## src/rtl/phase_bank_mv.sv

```systemverilog
// Multi-voice phase accumulator bank: one shared adder sweeps VOICES voices per sample_tick.
// Voice k is emitted (registered) k+1 cycles after the tick; ticks arriving while busy are dropped and flagged in overrun.
module phase_bank_mv #(
    parameter int                 VOICES      = 8,
    parameter int                 PHASE_W     = 16,
    parameter logic [PHASE_W-1:0] DEFAULT_INC = 16'h2F0,
    localparam int                VW          = $clog2(VOICES)
) (
    input  logic               clk,
    input  logic               rst,
    input  logic               sample_tick,
    input  logic               cfg_valid,
    input  logic [VW-1:0]      cfg_voice,
    input  logic               cfg_gate,
    input  logic [PHASE_W-1:0] cfg_inc,
    input  logic               ovr_clr,
    output logic               out_valid,
    output logic [VW-1:0]      out_voice,
    output logic [PHASE_W-1:0] out_phase,
    output logic               out_active,
    output logic               busy,
    output logic               overrun
);

    typedef enum logic {IDLE, SWEEP} state_t;

    state_t             state_q, state_d;
    logic [VW-1:0]      idx_q, idx_d;
    logic               gate_q  [VOICES];
    logic               gate_d  [VOICES];
    logic [PHASE_W-1:0] inc_q   [VOICES];
    logic [PHASE_W-1:0] inc_d   [VOICES];
    logic [PHASE_W-1:0] phase_q [VOICES];
    logic [PHASE_W-1:0] phase_d [VOICES];

    logic               out_valid_q, out_valid_d;
    logic [VW-1:0]      out_voice_q, out_voice_d;
    logic [PHASE_W-1:0] out_phase_q, out_phase_d;
    logic               out_active_q, out_active_d;
    logic               busy_q, busy_d;
    logic               ovr_q, ovr_d;

    logic               accept;
    logic               drop;
    logic               proc_en;
    logic [VW-1:0]      proc_idx;
    logic               cfg_hit;

    always_comb begin
        state_d      = state_q;
        idx_d        = idx_q;
        gate_d       = gate_q;
        inc_d        = inc_q;
        phase_d      = phase_q;
        out_voice_d  = out_voice_q;
        out_phase_d  = out_phase_q;
        out_active_d = out_active_q;

        // busy_q stays high while the last voice is on the outputs, so it is the drop window
        accept   = sample_tick && !busy_q;
        drop     = sample_tick && busy_q;
        proc_en  = accept || (state_q == SWEEP);
        proc_idx = (state_q == SWEEP) ? idx_q : '0;

        if (state_q == SWEEP) begin
            idx_d = idx_q + VW'(1);
            if (idx_q == VW'(VOICES - 1)) begin
                state_d = IDLE;
                idx_d   = '0;
            end
        end else if (accept) begin
            state_d = SWEEP;
            idx_d   = VW'(1);
        end

        out_valid_d = proc_en;
        busy_d      = proc_en;
        if (proc_en) begin
            out_voice_d       = proc_idx;
            out_phase_d       = phase_q[proc_idx];
            out_active_d      = gate_q[proc_idx];
            phase_d[proc_idx] = gate_q[proc_idx] ? phase_q[proc_idx] + inc_q[proc_idx] : '0;
        end

        // Config overrides the sweep update; a retune keeps the stored (pre-edge) phase
        cfg_hit = cfg_valid && (int'(cfg_voice) < VOICES);
        if (cfg_hit) begin
            inc_d[cfg_voice]   = cfg_inc;
            gate_d[cfg_voice]  = cfg_gate;
            phase_d[cfg_voice] = (cfg_gate && gate_q[cfg_voice]) ? phase_q[cfg_voice] : '0;
        end

        if (drop) begin
            ovr_d = 1'b1;
        end else if (ovr_clr) begin
            ovr_d = 1'b0;
        end else begin
            ovr_d = ovr_q;
        end
    end

    always_ff @(posedge clk or posedge rst) begin
        if (rst) begin
            state_q      <= IDLE;
            idx_q        <= '0;
            out_valid_q  <= 1'b0;
            out_voice_q  <= '0;
            out_phase_q  <= '0;
            out_active_q <= 1'b0;
            busy_q       <= 1'b0;
            ovr_q        <= 1'b0;
            for (int i = 0; i < VOICES; i++) begin
                gate_q[i]  <= 1'b0;
                inc_q[i]   <= DEFAULT_INC;
                phase_q[i] <= '0;
            end
        end else begin
            state_q      <= state_d;
            idx_q        <= idx_d;
            out_valid_q  <= out_valid_d;
            out_voice_q  <= out_voice_d;
            out_phase_q  <= out_phase_d;
            out_active_q <= out_active_d;
            busy_q       <= busy_d;
            ovr_q        <= ovr_d;
            gate_q       <= gate_d;
            inc_q        <= inc_d;
            phase_q      <= phase_d;
        end
    end

    assign out_valid  = out_valid_q;
    assign out_voice  = out_voice_q;
    assign out_phase  = out_phase_q;
    assign out_active = out_active_q;
    assign busy       = busy_q;
    assign overrun    = ovr_q;

endmodule
```

## config.mk

```make
export PLATFORM = sky130hd
export DESIGN_NAME = phase_bank_mv
export DESIGN_NICKNAME = d
export VERILOG_FILES = /design/src/rtl/phase_bank_mv.sv
export SDC_FILE = /design/constraint.sdc
export NUM_CORES = 1
export LEC_CHECK = 0
export ABC_AREA = 1
export CAP_MARGIN = 20
export CORE_ASPECT_RATIO = 1.4
export CORE_UTILIZATION = 35
export CTS_CLUSTER_DIAMETER = 50
export DETAILED_ROUTE_END_ITERATION = 7
export SLEW_MARGIN = 20
export SYNTH_ARGS = -nofsm -noshare
export SYNTH_HDL_FRONTEND = slang
export SYNTH_SLANG_ARGS = --single-unit
export TNS_END_PERCENT = 50
```

## constraint.sdc

```tcl
create_clock -name clk -period 9.4 [get_ports clk]
set_clock_uncertainty 0.05 [all_clocks]
set_input_delay 1.41 -clock clk [delete_from_list [all_inputs] [get_ports clk]]
set_output_delay 1.41 -clock clk [all_outputs]
set_load 0.005 [all_outputs]
```

# After elaboration in Yosys (flattened, before gate mapping)
# Cells that the tools add are included.
[word_totals]
register_bits = 290
input_bits = 25
output_inout_bits = 23
[classes]
addsub = 2
magnitude_cmp = 4
eq_ne = 1
muxes = 38
n_bitwise = 2
reduce_logical = 9
[ops]
columns = ["cell", "n"]
rows = [
  ["128-bit bitwise mux", 3],
  ["128-bit two-way mux", 2],
  ["16-bit two-way mux", 10],
  ["16-bit binary-select mux with 3-bit select", 3],
  ["16-bit demux with 3-bit select", 2],
  ["16-bit adder", 1],
  ["3-bit two-way mux", 4],
  ["1-bit two-way mux", 10],
  ["8-bit bitwise mux", 1],
  ["4-bit greater-or-equal comparator, second input constant", 2],
  ["4-bit by 1-bit < comparator with 1-bit output, second input constant", 2],
  ["3-bit NOT with 4-bit output", 2],
  ["1-bit binary-select mux with 3-bit select", 2],
  ["1-bit logical AND", 5],
  ["2-bit nonzero test", 2],
  ["3-bit by 1-bit adder with 3-bit output, second input constant", 1],
  ["1-bit demux with 3-bit select", 1],
  ["3-bit == test, second input constant", 1],
  ["1-bit logical NOT", 1],
  ["1-bit logical OR", 1],
]

# Longest topological paths before layout
# Gate-level depths: netlist of the first run.
[logic_depth]
word_depth = 11
mapped_depth = 23
mapped_depth_nobuf = 22

# Worst setup path after synthesis of the first run
# OpenSTA, ideal clock, no wires.
[synth_path]
kind = "reg2reg"
start = "register state_q"
end = "register phase_q[60] (netlist bit)"
setup_ps = 135
t_arrival_ps = 3183
required_ps = 9215
slack_ps = 6032
stages_incl_launch_ff = 22
period_less_slack_ps = 3368
path_cell_list = "dfrtp_1 -> nand2_4 -> buf_6 -> clkbuf_1 -> clkbuf_1 -> nand2_1 -> nand3_1 -> o221ai_1 -> a211oi_1 -> ha_1 -> inv_1 -> fa_1 -> inv_1 -> nand2_1 -> o21ai_2 -> nand3_1 -> nand2_1 -> nand2_1 -> nand3_2 -> nand2_1 -> o211ai_1 -> o21ai_0"
[synth_rtl]
columns = ["element", "line_no", "source"]
rows = [
  ["start, declared", "27", "state_t state_q, state_d;"],
  ["start signal, assigned", "118", "state_q <= state_d;"],
  ["end signal, assigned", "128", "phase_q <= phase_d;"],
  ["end, declared", "33", "logic [PHASE_W-1:0] phase_q [VOICES];"],
]

==> results of run 1 <==
[cells by family (layout without fill, tap and decap cells)]
| family | count (synthesis) | after routing | share of synthesized area |
|---|---|---|---|
| XOR/XNOR | 3 | 3 | 0.00168 |
| flip-flops | 290 | 290 | 0.468 |
| buffers and inverters | 300 | 319 | 0.0754 |
| AND/OR/NAND/NOR | 749 | 749 | 0.208 |
| adder cells (fa/ha/maj) | 18 | 18 | 0.0149 |
| AO/OA/AOI/OAI | 631 | 631 | 0.232 |
[power by group through the flow]
| stage | logic, mW | registers [mW] | clock network [mW] |
|---|---|---|---|
| floorplan | 3.00 | 1.95 | 0 |
| global placement | 4.31 | 2.03 | 0 |
| detailed placement | 4.36 | 2.04 | 0 |
| CTS | 4.38 | 2.03 | 1.41 |
| global route | 4.84 | 2.08 | 1.46 |
| finish | 4.48 | 2.04 | 1.40 |
[cells in the final DEF, fill, tap and decap left out, drive strengths merged, types with 6 or more instances in the layout]
master	synthesis	layout
nand2	517	517
o21ai	286	286
dfrtp	250	250
inv	165	166
a21oi	152	152
nor2	93	93
nand3	70	70
o22ai	69	69
a22oi	49	49
clkbuf	89	49
clkdlybuf4s50	0	46
nand4	41	41
dfstp	40	40
buf	36	34
clkinv	10	21
ha	17	17
a221oi	14	14
o211ai	13	13
o221ai	13	13
or2	8	8
nor3	7	7
or4	6	6
a21boi	6	6
[flip-flops by register name, summed over array words and instances, names as in the netlist]
name	cells
out_voice	3
gate_q	8
idx_q	3
overrun	1
out_phase	16
out_active	1
busy	1
state_q	1
inc_q	128
phase_q	128
[per-layer routing]
| layer | vias up | routed length (um) | global-route usage |
|---|---|---|---|
| met5 | - | 0 | 0 |
| met4 | 0 | 4800 | 0.200 |
| met3 | 258 | 5030 | 0.0489 |
| met2 | 791 | 28600 | 0.445 |
| met1 | 7152 | 22100 | 0.305 |
| li1 | 6796 | - | - |
[final cells by class]
type	instances	area, um2
Clock inverter	15	156
Clock buffer	49	1030
Inverter	175	669
Multi-Input combinational cell	1401	7180
Timing Repair Buffer	80	726
Fill cell	4443	26300
Sequential cell	290	7310
Tap cell	558	698
[path summary, 6_finish.rpt]
path	endpoint	slack (ns)	cells past startpoint
min reg2reg	inc_q[109]	0.43	2
max reg2reg	phase_q[45]	3.61	17
min in group asynchronous	out_active	1.40	2
max in group asynchronous	phase_q[62]	6.35	3
min	inc_q[109]	0.43	2
max	phase_q[45]	3.61	17
[per-stage QoR]
stage / power (mW) / util / instances
final: 7.92 / 0.403 / 2568
after global routing: 8.38 / 0.403 / 2568
after CTS: 7.82 / 0.403 / 2568
after detailed placement: 6.40 / 0.376 / 2504
after global placement: 6.35 / 0.376 / 2504
after floorplan: 4.95 / - / 1991
[worst max-delay path: stages (launching register included)]
cell and delay, ns:
dfrtp_1 0.59, nand2_4 0.62, inv_4 0.39, nand3_2 0.35
clkinv_1 0.80, a221oi_1 0.58, nand4_1 0.19, ha_1 0.41
a21oi_1 0.24, nor2_1 0.08, nor2_1 0.30, nor3_1 0.08
a211oi_1 0.32, nand3_2 0.21, nand3_2 0.15, nand2_1 0.07
nand2_1 0.08, o21ai_0 0.07
==> metrics list, run 1 <==
- Run status: complete, no violations
* CP Data Required Time: 9.74 ns
- VDD sags by at most between 200 and 250 uV.
- Post-detail-place hpwl: 36.1 mm
- For this run, the leading register cell type out of synthesis is dfrtp_1.
- Mean instance size in the synthesized netlist: between 7 and 8 um2
* Power share of the sequential group: 0.257
- The H-tree was split into 2 levels.
- Summing all placed instances gives a cell area of approximately 17,000 um2.
- Final Net Count: roughly 2,000
- Ratio of cells with drive above 1 in the final layout: 0.0975
- The floorplan step defined a core boundary enclosing approximately 44,000 um2.
- Clock latency on the worst-skew pair, taken at its later pin, is 0.54 ns.
- The startpoint identified for the worst register-to-register timing path is idx_q[0].
- The synthesized design spends more area on one cell type than any other, namely dfrtp_1.
* Vias: 14,997
* Total routed wirelength: 60.5 mm
- Fin crit share: 0.616
- CTS Sinks: between 200 and 300
- Number of routed nets with antenna violations: 0
- Row count: 91
- Share of total power in combinational logic: 0.566
- At the end of routability-driven placement, the weighted congestion stood at slightly above 1.
- CP startpoint kind: register
- The final count of hold timing violations was 0.
- In this run the static leakage power is about 8.1 nW.
- Share of power burned in the clock network: 0.177
- Before CTS, the worst setup slack after placement is 3.89 ns.
* Synthesis-stage register bit count: between 200 and 300
* Total die area: approximately 46,000 um2
* Clock transition at path regs: 0.06 ns
- PostCTS Resize Cnt: 0
- After the first detailed-routing iteration, the DRC count stood at around 1,500.
* Effective utilization at floorplan: 0.355
- Proportion of netlist area held by the largest area contributor: 0.400
- Of the synthesized area, sequential elements account for 0.468.
- Net Sw Frac: 0.506
* Master cell of the clock root buffer: clkbuf_16
- After detailed routing, the average wire length per cell comes to between 20 and 25 um.
- The via count of the first global-routing pass came to between 10,000 and 15,000.
- Subtracting the final worst setup slack from the clock period gives 5.79 ns.
- Maximum capacitance violations: 0
* Switching power: ~4 mW
- Worst max-slew margin expressed relative to the limit: 0.214
* Startpoint of the worst hold path: inc_q[109]
- Setup repair after global routing left no endpoint under its margin.
* Total grt overflow: 0
* Length of the first detailed-routing pass in iterations: 8
* Dominant cell by count in the synthesized netlist: nand2_1
* Final max-slew violation count: 0
* Largest net degree at the start of global routing: about 170
- Beginning of the critical path: idx_q[0]
- Antenna cell count: 0
* Yosys warning count: 0
- Critical path peak fanout: 43
- Number of hold buffers added after CTS: 0
- Post-CTS setup repair buffer count: 0
- Number of remaining DRC errors: 0
* Count of input and output buffers: 47
- Crit path capture type: register
* Number of distinct library cells after synthesis: 57
- Data on the critical path arrives at its endpoint at between 6 and 7 ns.
- Gr usage total: 0.266
* Post-synth design cell area: 15,600 um2
- The number of clock buffers added by TritonCTS is 36.
- Synthesized instance count: ~2,000
- The worst path meets setup with 3.61 ns of slack.
* Power density over the cells: between 400 and 500 nW/um2
* Synthesized net count: slightly above 2,000
* Number of synthesized flops with an enable pin: 0
* Top area cells in the synthesized netlist: dfrtp_1, nand2_1, o21ai_0
* Worst hold path type: register to register
- Horizontal die dimension: around 180 um
- Category of the most critical setup path: register to register
- Cell area after layout: between 15,000 and 20,000 um2
* Pin slew with the least headroom to its limit: ~1.2 ns
- Commonest cells post-synth: nand2_1, o21ai_0, dfrtp_1
* Global-route wire length before repair: ~91 mm
- Internal Power: between 3 and 4 mW
- Count of pins on the block boundary: 48
- The initial antenna violation count was 0.
- Async set-reset flop share out of synthesis: 1.00
- Vertical die dimension: roughly 250 um
- After detailed routing, the number of vias per cell comes to approximately 5.8.
- Finish-stage setup viols: 0
- TritonCTS built the clock tree.
- Area added between synthesis and finish: 13.7%
- Peak Freq: 0.173 GHz
* Total Neg Setup Slack: 0 ns
- Final hold slack: between 0.4 and 0.5 ns
* Clock buffer depth: 3
Power figures use the tool's default switching activity.
==> inputs of run 2 (changes only) <==
==> constraint.sdc (replaced) <==
create_clock -name clk -period 5.6 [get_ports clk]
set_clock_uncertainty 0.05 [all_clocks]
set_input_delay 0.84 -clock clk [delete_from_list [all_inputs] [get_ports clk]]
set_output_delay 0.84 -clock clk [all_outputs]
set_load 0.005 [all_outputs]
==> metrics list, run 2 (synthesis gave the netlist of run 1 again) <==
* CTS Sinks: 290 (unchanged)
* Core footprint: 44,100 um2 (unchanged)
* Top cell family by delay on the critical path: simple AND/OR/NAND/NOR gates (unchanged)
- Final hold violation count: 0 (unchanged)
- Vias in the first global route: 15,055 (was 14,651)
* Final core utilization: 0.409 (was 0.403)
- Post-detail-place hpwl: 39.6 mm (was 36.1 mm)
- Worst hold path type: register to register (unchanged)
- Master cell of the clock root buffer: clkbuf_16 (unchanged)
- The number of setup buffers added after CTS came to 0 (unchanged).
* Vertical die dimension: 252 um (unchanged)
* Ratio of cells with drive above 1 in the final layout: 0.110 (was 0.0975)
- Gr usage total: 0.279 (was 0.266)
- Maximum capacitance violations: 0 (unchanged)
- Worst setup slack after placement: 1.18 ns (was 3.89 ns)
* Clock buffer depth: 3 (unchanged)
- Vias: 15,435 (was 14,997)
- The maximum fanout count along the critical path is 29 (was 43).
* Leakage: 8.22 nW (was 8.05 nW)
- Fin crit share: 0.807 (was 0.616)
- The iteration-0 DRC count of the detailed router is 1,549 (was 1,454).
- The final count of negative-setup-slack endpoints is 0 (unchanged).
* Final critical delay including setup and external delays: 4.52 ns (was 5.79 ns)
- CP Data Required Time: 5.92 ns (was 9.74 ns)
- The effective utilization at floorplan was 0.355 (unchanged).
- The arrival time of data at the critical path endpoint is 4.84 ns (was 6.14 ns).
* Final hold slack: 0.433 ns (was 0.432 ns)
- Area added between synthesis and finish: 15.5% (was 13.7%)
* Total Neg Setup Slack: 0 ns (unchanged)
- The wire length per cell came to 24.3 um (was 23.6 um).
- PostCTS Resize Cnt: 0 (unchanged)
- Number of hold buffers added after CTS: 0 (unchanged)
* Largest net degree at the start of global routing: 107 (was 166)
* Total routed wirelength: 63.1 mm (was 60.5 mm)
- The DRC violation count after routing was 2 (was 0).
- Crit path capture type: register (unchanged)
- DR vias/cell: 5.94 (was 5.84)
* Clock tree from TritonCTS: yes (unchanged)
* Placer's final routability congestion estimate: 1.02 (was 1.01)
* Number of routed nets with antenna violations: 0 (unchanged)
* Worst max-slew margin expressed relative to the limit: 0.315 (was 0.214)
- The count of pins on the block boundary came to 48 (unchanged).
- The critical-path cell with the highest stage delay is dfrtp_1 (was clkinv_1).
* Global-route wire length before repair: 95.0 mm (was 90.9 mm)
- The critical path buffer and inverter count was 3 (was 2).
- Number of H-tree branching levels: 2 (unchanged)
- Final Net Count: 2,054 (was 2,027)
- The row count is 91 (unchanged).
* Final max-slew violation count: 0 (unchanged)
- Unrepaired setup endpoints after global routing: false (unchanged).
- The layout filler cell count came to 4,391 (was 4,443).
* Horizontal die dimension: 181 um (unchanged)
* Worst setup slack after layout: 1.08 ns (was 3.61 ns)
- Commonest non-fill, non-tap cell in the layout: nand2_1 (unchanged)
- CP startpoint kind: register (unchanged)
- The initial antenna violation count is 2 (was 0).
- The number of iterations in the first detailed-routing pass is 7 (was 8).
- The cell area after layout came to 18,000 um2 (was 17,800 um2).
* Run status: finished with violations (was complete, no violations)
- The number of CTS-inserted buffers is 35 (was 36).
- Clock transition at path regs: 0.06 ns (about the same)
* Power density over the cells: 754 nW/um2 (was 446 nW/um2)
- The final reports fail on DRC.
- The post-place instance area came to 16,800 um2 (was 16,600 um2).
- Most used cell along the critical path: nand2_1 (was nand3_2)
- The full die area was 45,500 um2 (unchanged).
- The path type of the worst setup path is register to register (unchanged).
* Peak Freq: 0.221 GHz (was 0.173 GHz)
- List of cells traversed by the critical path: nand2_4 > inv_4 > buf_4 > nand2_1 > nand3_1 > o221ai_1 > or3_1 > inv_1 > ha_1 > a21o_1 > a31oi_1 > nor2_1 > nor3_1 > nand3_2 > nand3_2 > nand2_1 > nand2_1 > o21ai_0 (was nand2_4 > inv_4 > nand3_2 > clkinv_1 > a221oi_1 > nand4_1 > ha_1 > a21oi_1 > nor2_1 > nor2_1 > nor3_1 > a211oi_1 > nand3_2 > nand3_2 > nand2_1 > nand2_1 > o21ai_0)
* Max VDD drop: 339 uV (was 209 uV)
- Count of input and output buffers: 47 (unchanged)
- The slew at the pin with the worst max-slew slack came to 1.02 ns (was 1.17 ns).
- Commonest cells after routing, fill and taps aside: nand2_1, o21ai_0, dfrtp_1, inv_1, a21oi_1 (unchanged)
- The stage delay of the slowest cell on the critical path is 0.70 ns (was 0.80 ns).
- The clock latency on the worst-skew pair is 0.54 ns (about the same).
* Total grt overflow: 0 (unchanged)
-- run 2: per-layer routing --
layer / GRT usage / wire length [um]
met4: 0.206 / 4960
met2: 0.457 / 29200
met5: 0 / 0
met1: 0.328 / 23300
met3: 0.0517 / 5570
-- run 2: per-stage QoR --
| step | cells | power, mW |
|---|---|---|
| 4_1_cts | 2595 | 13.4 |
| 3_3_place_gp | 2531 | 10.9 |
| 6_report | 2597 | 13.6 |
| 2_1_floorplan | 1991 | 8.32 |
| 5_1_grt | 2596 | 14.4 |
| 3_5_place_dp | 2531 | 11.0 |
-- run 2: worst paths after layout --
kind                            start          end  slack (ns)  cells past startpoint
setup / recovery              state_q  phase_q[95]        1.08                     18
hold / removal             out_active   out_active        0.43                      2
setup reg to reg              state_q  phase_q[95]        1.08                     18
hold reg to reg            out_active   out_active        0.43                      2
max in group asynchronous         rst    inc_q[31]        3.75                      3
min in group asynchronous         rst  phase_q[64]        0.64                      2
-- run 2: worst register-to-register path, cell delays in order (launching register included) --
cell and delay [ns]:
dfrtp_1 0.70, nand2_4 0.34, inv_4 0.44, buf_4 0.32, nand2_1 0.08, nand3_1 0.07, o221ai_1 0.10, or3_1 0.39
inv_1 0.13, ha_1 0.31, a21o_1 0.24, a31oi_1 0.26, nor2_1 0.07, nor3_1 0.28, nand3_2 0.20, nand3_2 0.16
nand2_1 0.09, nand2_1 0.06, o21ai_0 0.08
-- run 2: report_power, final --
part | switching [mW] | total, mW | leakage (nW) | internal, mW
Combinational | 5.29 | 7.72 | 4.12 | 2.43
Clock | 0.953 | 2.39 | 0.589 | 1.44
Sequential | 0.612 | 3.49 | 3.52 | 2.88
-- run 2: cell type report --
class                   instances  area [um2]  share of cell area
flip-flops and latches        290        7310               0.405
multi-input cells            1401        7170               0.398
clock buffers                  50        1030              0.0573
repair buffers                108         985              0.0546
well taps                     558         698              0.0387
inverters                     175         666              0.0369
clock inverters                14         179             0.00992
diodes                          1        2.50            0.000139
==> inputs of run 3 (changes only) <==
==> constraint.sdc (replaced) <==
create_clock -name clk -period 3.7 [get_ports clk]
set_clock_uncertainty 0.05 [all_clocks]
set_input_delay 0.555 -clock clk [delete_from_list [all_inputs] [get_ports clk]]
set_output_delay 0.555 -clock clk [all_outputs]
set_load 0.005 [all_outputs]
==> metrics list, run 3 (synthesis gave the netlist of run 1 again) <==
* Clock buffer depth: 3 (unchanged)
- Vias in the first global route: 15,482 (was 15,055)
- Number of remaining DRC errors: 0 (was 2)
- The row count came to 91 (unchanged).
- Post-route non-filler standard cell count: 2,719 (was 2,597)
- The iteration-0 DRC count of the detailed router was 1,563 (was 1,549).
* Count of input and output buffers: 47 (unchanged)
* Final critical delay including setup and external delays: 3.59 ns (was 4.52 ns)
- The setup slack of the worst register-to-register path was 0.11 ns (was 1.08 ns).
* Final max-slew violation count: 0 (unchanged)
- Effective utilization at floorplan: 0.355 (unchanged)
- The worst reg2reg path endpoint is phase_q[127] (was phase_q[95]).
- Worst path buffer plus inverter count: 7 (was 3)
- The die outline width was 181 um (unchanged).
* Share of power burned in the clock network: 0.150 (was 0.176)
* Vertical die dimension: 252 um (unchanged)
- Core footprint: 44,100 um2 (unchanged)
* Final hold violation count: 0 (unchanged)
- The signed area change from the synthesized netlist to the final layout is 25.3% (was 15.5%).
- Power density over the cells: 1250 nW/um2 (was 754 nW/um2)
- The number of hold-repair buffers added at the cts stage is 0 (unchanged).
- The cell depth of the worst min-delay path came to 2 (unchanged).
- Number of stages on the worst setup path: 22 (was 18)
- The internal power consumption is 12.9 mW (was 6.75 mW).
- Delay of the slowest cell on the worst path: 0.42 ns (was 0.70 ns)
- Master cell of the clock root buffer: clkbuf_16 (unchanged)
- The TritonCTS clock tree is yes (unchanged).
- Number of cells on the worst reg-to-reg path: 22 (was 18)
- DR WL/cell: 24.2 um (was 24.3 um)
- The number of sinks handled by clock tree synthesis is 290 (unchanged).
- The start point of the worst hold path is out_voice[1] (was out_active).
* Commonest non-fill, non-tap cell in the layout: nand2_1 (unchanged)
- Commonest cells after routing, fill and taps aside: nand2_1, o21ai_0, dfrtp_1, inv_1, buf_4 (was nand2_1, o21ai_0, dfrtp_1, inv_1, a21oi_1).
* Worst hold path type: register to register (unchanged)
- The fraction of layout instances using a drive strength above 1 was 0.184 (was 0.110).
- The average via count per standard cell came to 5.79 (was 5.94).
- The post-detailed-placement half-perimeter wirelength is 42.7 mm (was 39.6 mm).
- The total power came to 24.5 mW (was 13.6 mW).
- Max VDD drop: 602 uV (was 339 uV)
- The path type of the worst setup path was register to register (unchanged).
* Number of H-tree branching levels: 2 (unchanged)
- The final count of negative-setup-slack endpoints is 0 (unchanged).
- The switching part of the total power was 0.473 (was 0.504).
- Endpoint of the worst hold path: out_voice[1] (was out_active)
- Max stage delay cell, worst path: dfrtp_1 (unchanged)
* Critical path peak fanout: 8 (was 29)
* Maximum capacitance violations: 0 (unchanged)
- R2r startpoint: state_q (unchanged)
- The initial antenna violation count is 2 (unchanged).
- The maximum number of pins on one net before global-route repair came to 88 (was 107).
* Total grt overflow: 0 (unchanged)
- Clk Latency, worst-skew pair: 0.56 ns (was 0.54 ns)
- The placer's final routability congestion estimate came to 0.964 (was 1.02).
- Total routed wirelength: 65.8 mm (was 63.1 mm)
- Cell count after placement: 2,639 (was 2,531)
- The total leakage power is 9.00 nW (was 8.22 nW).
- Global-route wire length before repair: 97.2 mm (was 95.0 mm)
- Fin crit share: 0.969 (was 0.807)
- Clock transition at path regs: 0.06 ns (about the same)
- The power share of the sequential group came to 0.213 (was 0.257).
- Final Net Count: 2,177 (was 2,054)
- Worst max-slew margin expressed relative to the limit: 0.471 (was 0.315)
- List of cells traversed by the critical path: buf_6 > nand2_4 > buf_12 > nand3_4 > buf_6 > buf_12 > buf_12 > o22ai_1 > or3_4 > inv_2 > ha_1 > a21o_1 > a31oi_4 > nor2_2 > nor3_2 > buf_4 > nand2_1 > nand2_2 > nand3_2 > nand2_1 > nand2_1 > a21oi_1 (was nand2_4 > inv_4 > buf_4 > nand2_1 > nand3_1 > o221ai_1 > or3_1 > inv_1 > ha_1 > a21o_1 > a31oi_1 > nor2_1 > nor3_1 > nand3_2 > nand3_2 > nand2_1 > nand2_1 > o21ai_0).
* Run status: complete, no violations (was finished with violations)
- The switching power came to 11.6 mW (was 6.85 mW).
* Unrepaired setup endpoints after global routing: true (was false)
* CTS Buf Count: 34 (was 35)
- Crit path arrival time: 4.01 ns (was 4.84 ns)
* Top cell family by delay on the critical path: simple AND/OR/NAND/NOR gates (unchanged)
- Pin slew with the least headroom to its limit: 0.792 ns (was 1.02 ns)
* Gr usage total: 0.285 (was 0.279)
- Peak Freq: 0.279 GHz (was 0.221 GHz)
* CP startpoint kind: register (unchanged)
- The required time of the critical path was 4.13 ns (was 5.92 ns).
* Count of pins on the block boundary: 48 (unchanged)
- The number of iterations in the first detailed-routing pass is 5 (was 7).
- Share of total power in combinational logic: 0.637 (was 0.567)
* Number of routed nets with antenna violations: 0 (unchanged)
- Vias: 15,742 (was 15,435)
* Total die area: 45,500 um2 (unchanged)
- Crit path capture type: register (unchanged)
run 3: cell count changes in the layout (fill, tap and decap cells not counted), moves of 6 or more:
cell,delta
buf_12,+20
inv_1,-7
a21oi_1,-6
a221oi_2,+7
a221oi_1,-7
buf_4,+92
buf_6,+6
ha_1,-7
run 3: layout make-up:
type	count	area (um2)
Tap cell	558	698
Antenna cell	1	2.50
Timing Repair Buffer	232	2260
Inverter	175	669
Fill cell	4323	24500
Clock inverter	18	256
Sequential cell	290	7310
Multi-Input combinational cell	1401	7430
Clock buffer	44	958
run 3: power groups by stage:
stage	clock network [mW]	logic (mW)	registers, mW
floorplan	0	7.63	4.96
global placement	0	13.8	5.19
detailed placement	0	13.9	5.20
CTS	3.73	14.0	5.17
global route	3.84	16.8	5.35
finish	3.68	15.6	5.23
run 3: through the flow:
stage	setup WS [ns]	utilization	TNS, ns	area, um2	hold WS [ns]
3_5_place_dp	-0.0504	0.404	-0.268	17800	0.417
6_report	0.113	0.444	0	19600	0.426
2_1_floorplan	-0.720	-	-179.88	15600	0.396
4_1_cts	0.0252	0.432	0	19000	0.433
5_1_grt	-0.0358	0.444	-0.103	19600	0.450
3_3_place_gp	-0.0784	0.404	-0.501	17800	0.410
run 3: worst reg2reg max path, stage by stage (launching register included):
cell and delay (ns):
dfrtp_1 0.42, buf_6 0.15, nand2_4 0.08, buf_12 0.15
nand3_4 0.08, buf_6 0.14, buf_12 0.14, buf_12 0.14
o22ai_1 0.25, or3_4 0.18, inv_2 0.04, ha_1 0.29
a21o_1 0.21, a31oi_4 0.18, nor2_2 0.07, nor3_2 0.24
buf_4 0.16, nand2_1 0.06, nand2_2 0.08, nand3_2 0.11
nand2_1 0.10, nand2_1 0.05, a21oi_1 0.13
run 3: worst max path at each step:
stage	from	endpoint	slack, ns
after global placement	idx_q[2]	phase_q[79]	-0.08
after global routing	state_q	phase_q[47]	-0.04
after floorplan	rst	busy	-0.72
final	state_q	phase_q[127]	0.11
after CTS	idx_q[2]	phase_q[77]	0.03
after detailed placement	state_q	phase_q[79]	-0.05
run 3: routing by layer:
layer  up-vias  global-route usage  share of wire
met1      7582               0.327           0.37
met5         -                   0        0.00020
met3       265              0.0533          0.080
met2       811               0.477           0.47
met4         2               0.207          0.080
li1       7082                   -              -
run 3: timing repair:
item	CTS	global route
buffers inserted	0	13
cloned	0	4
pin swaps	0	21
gates resized for setup	3	78
endpoints found under the setup margin	14	88
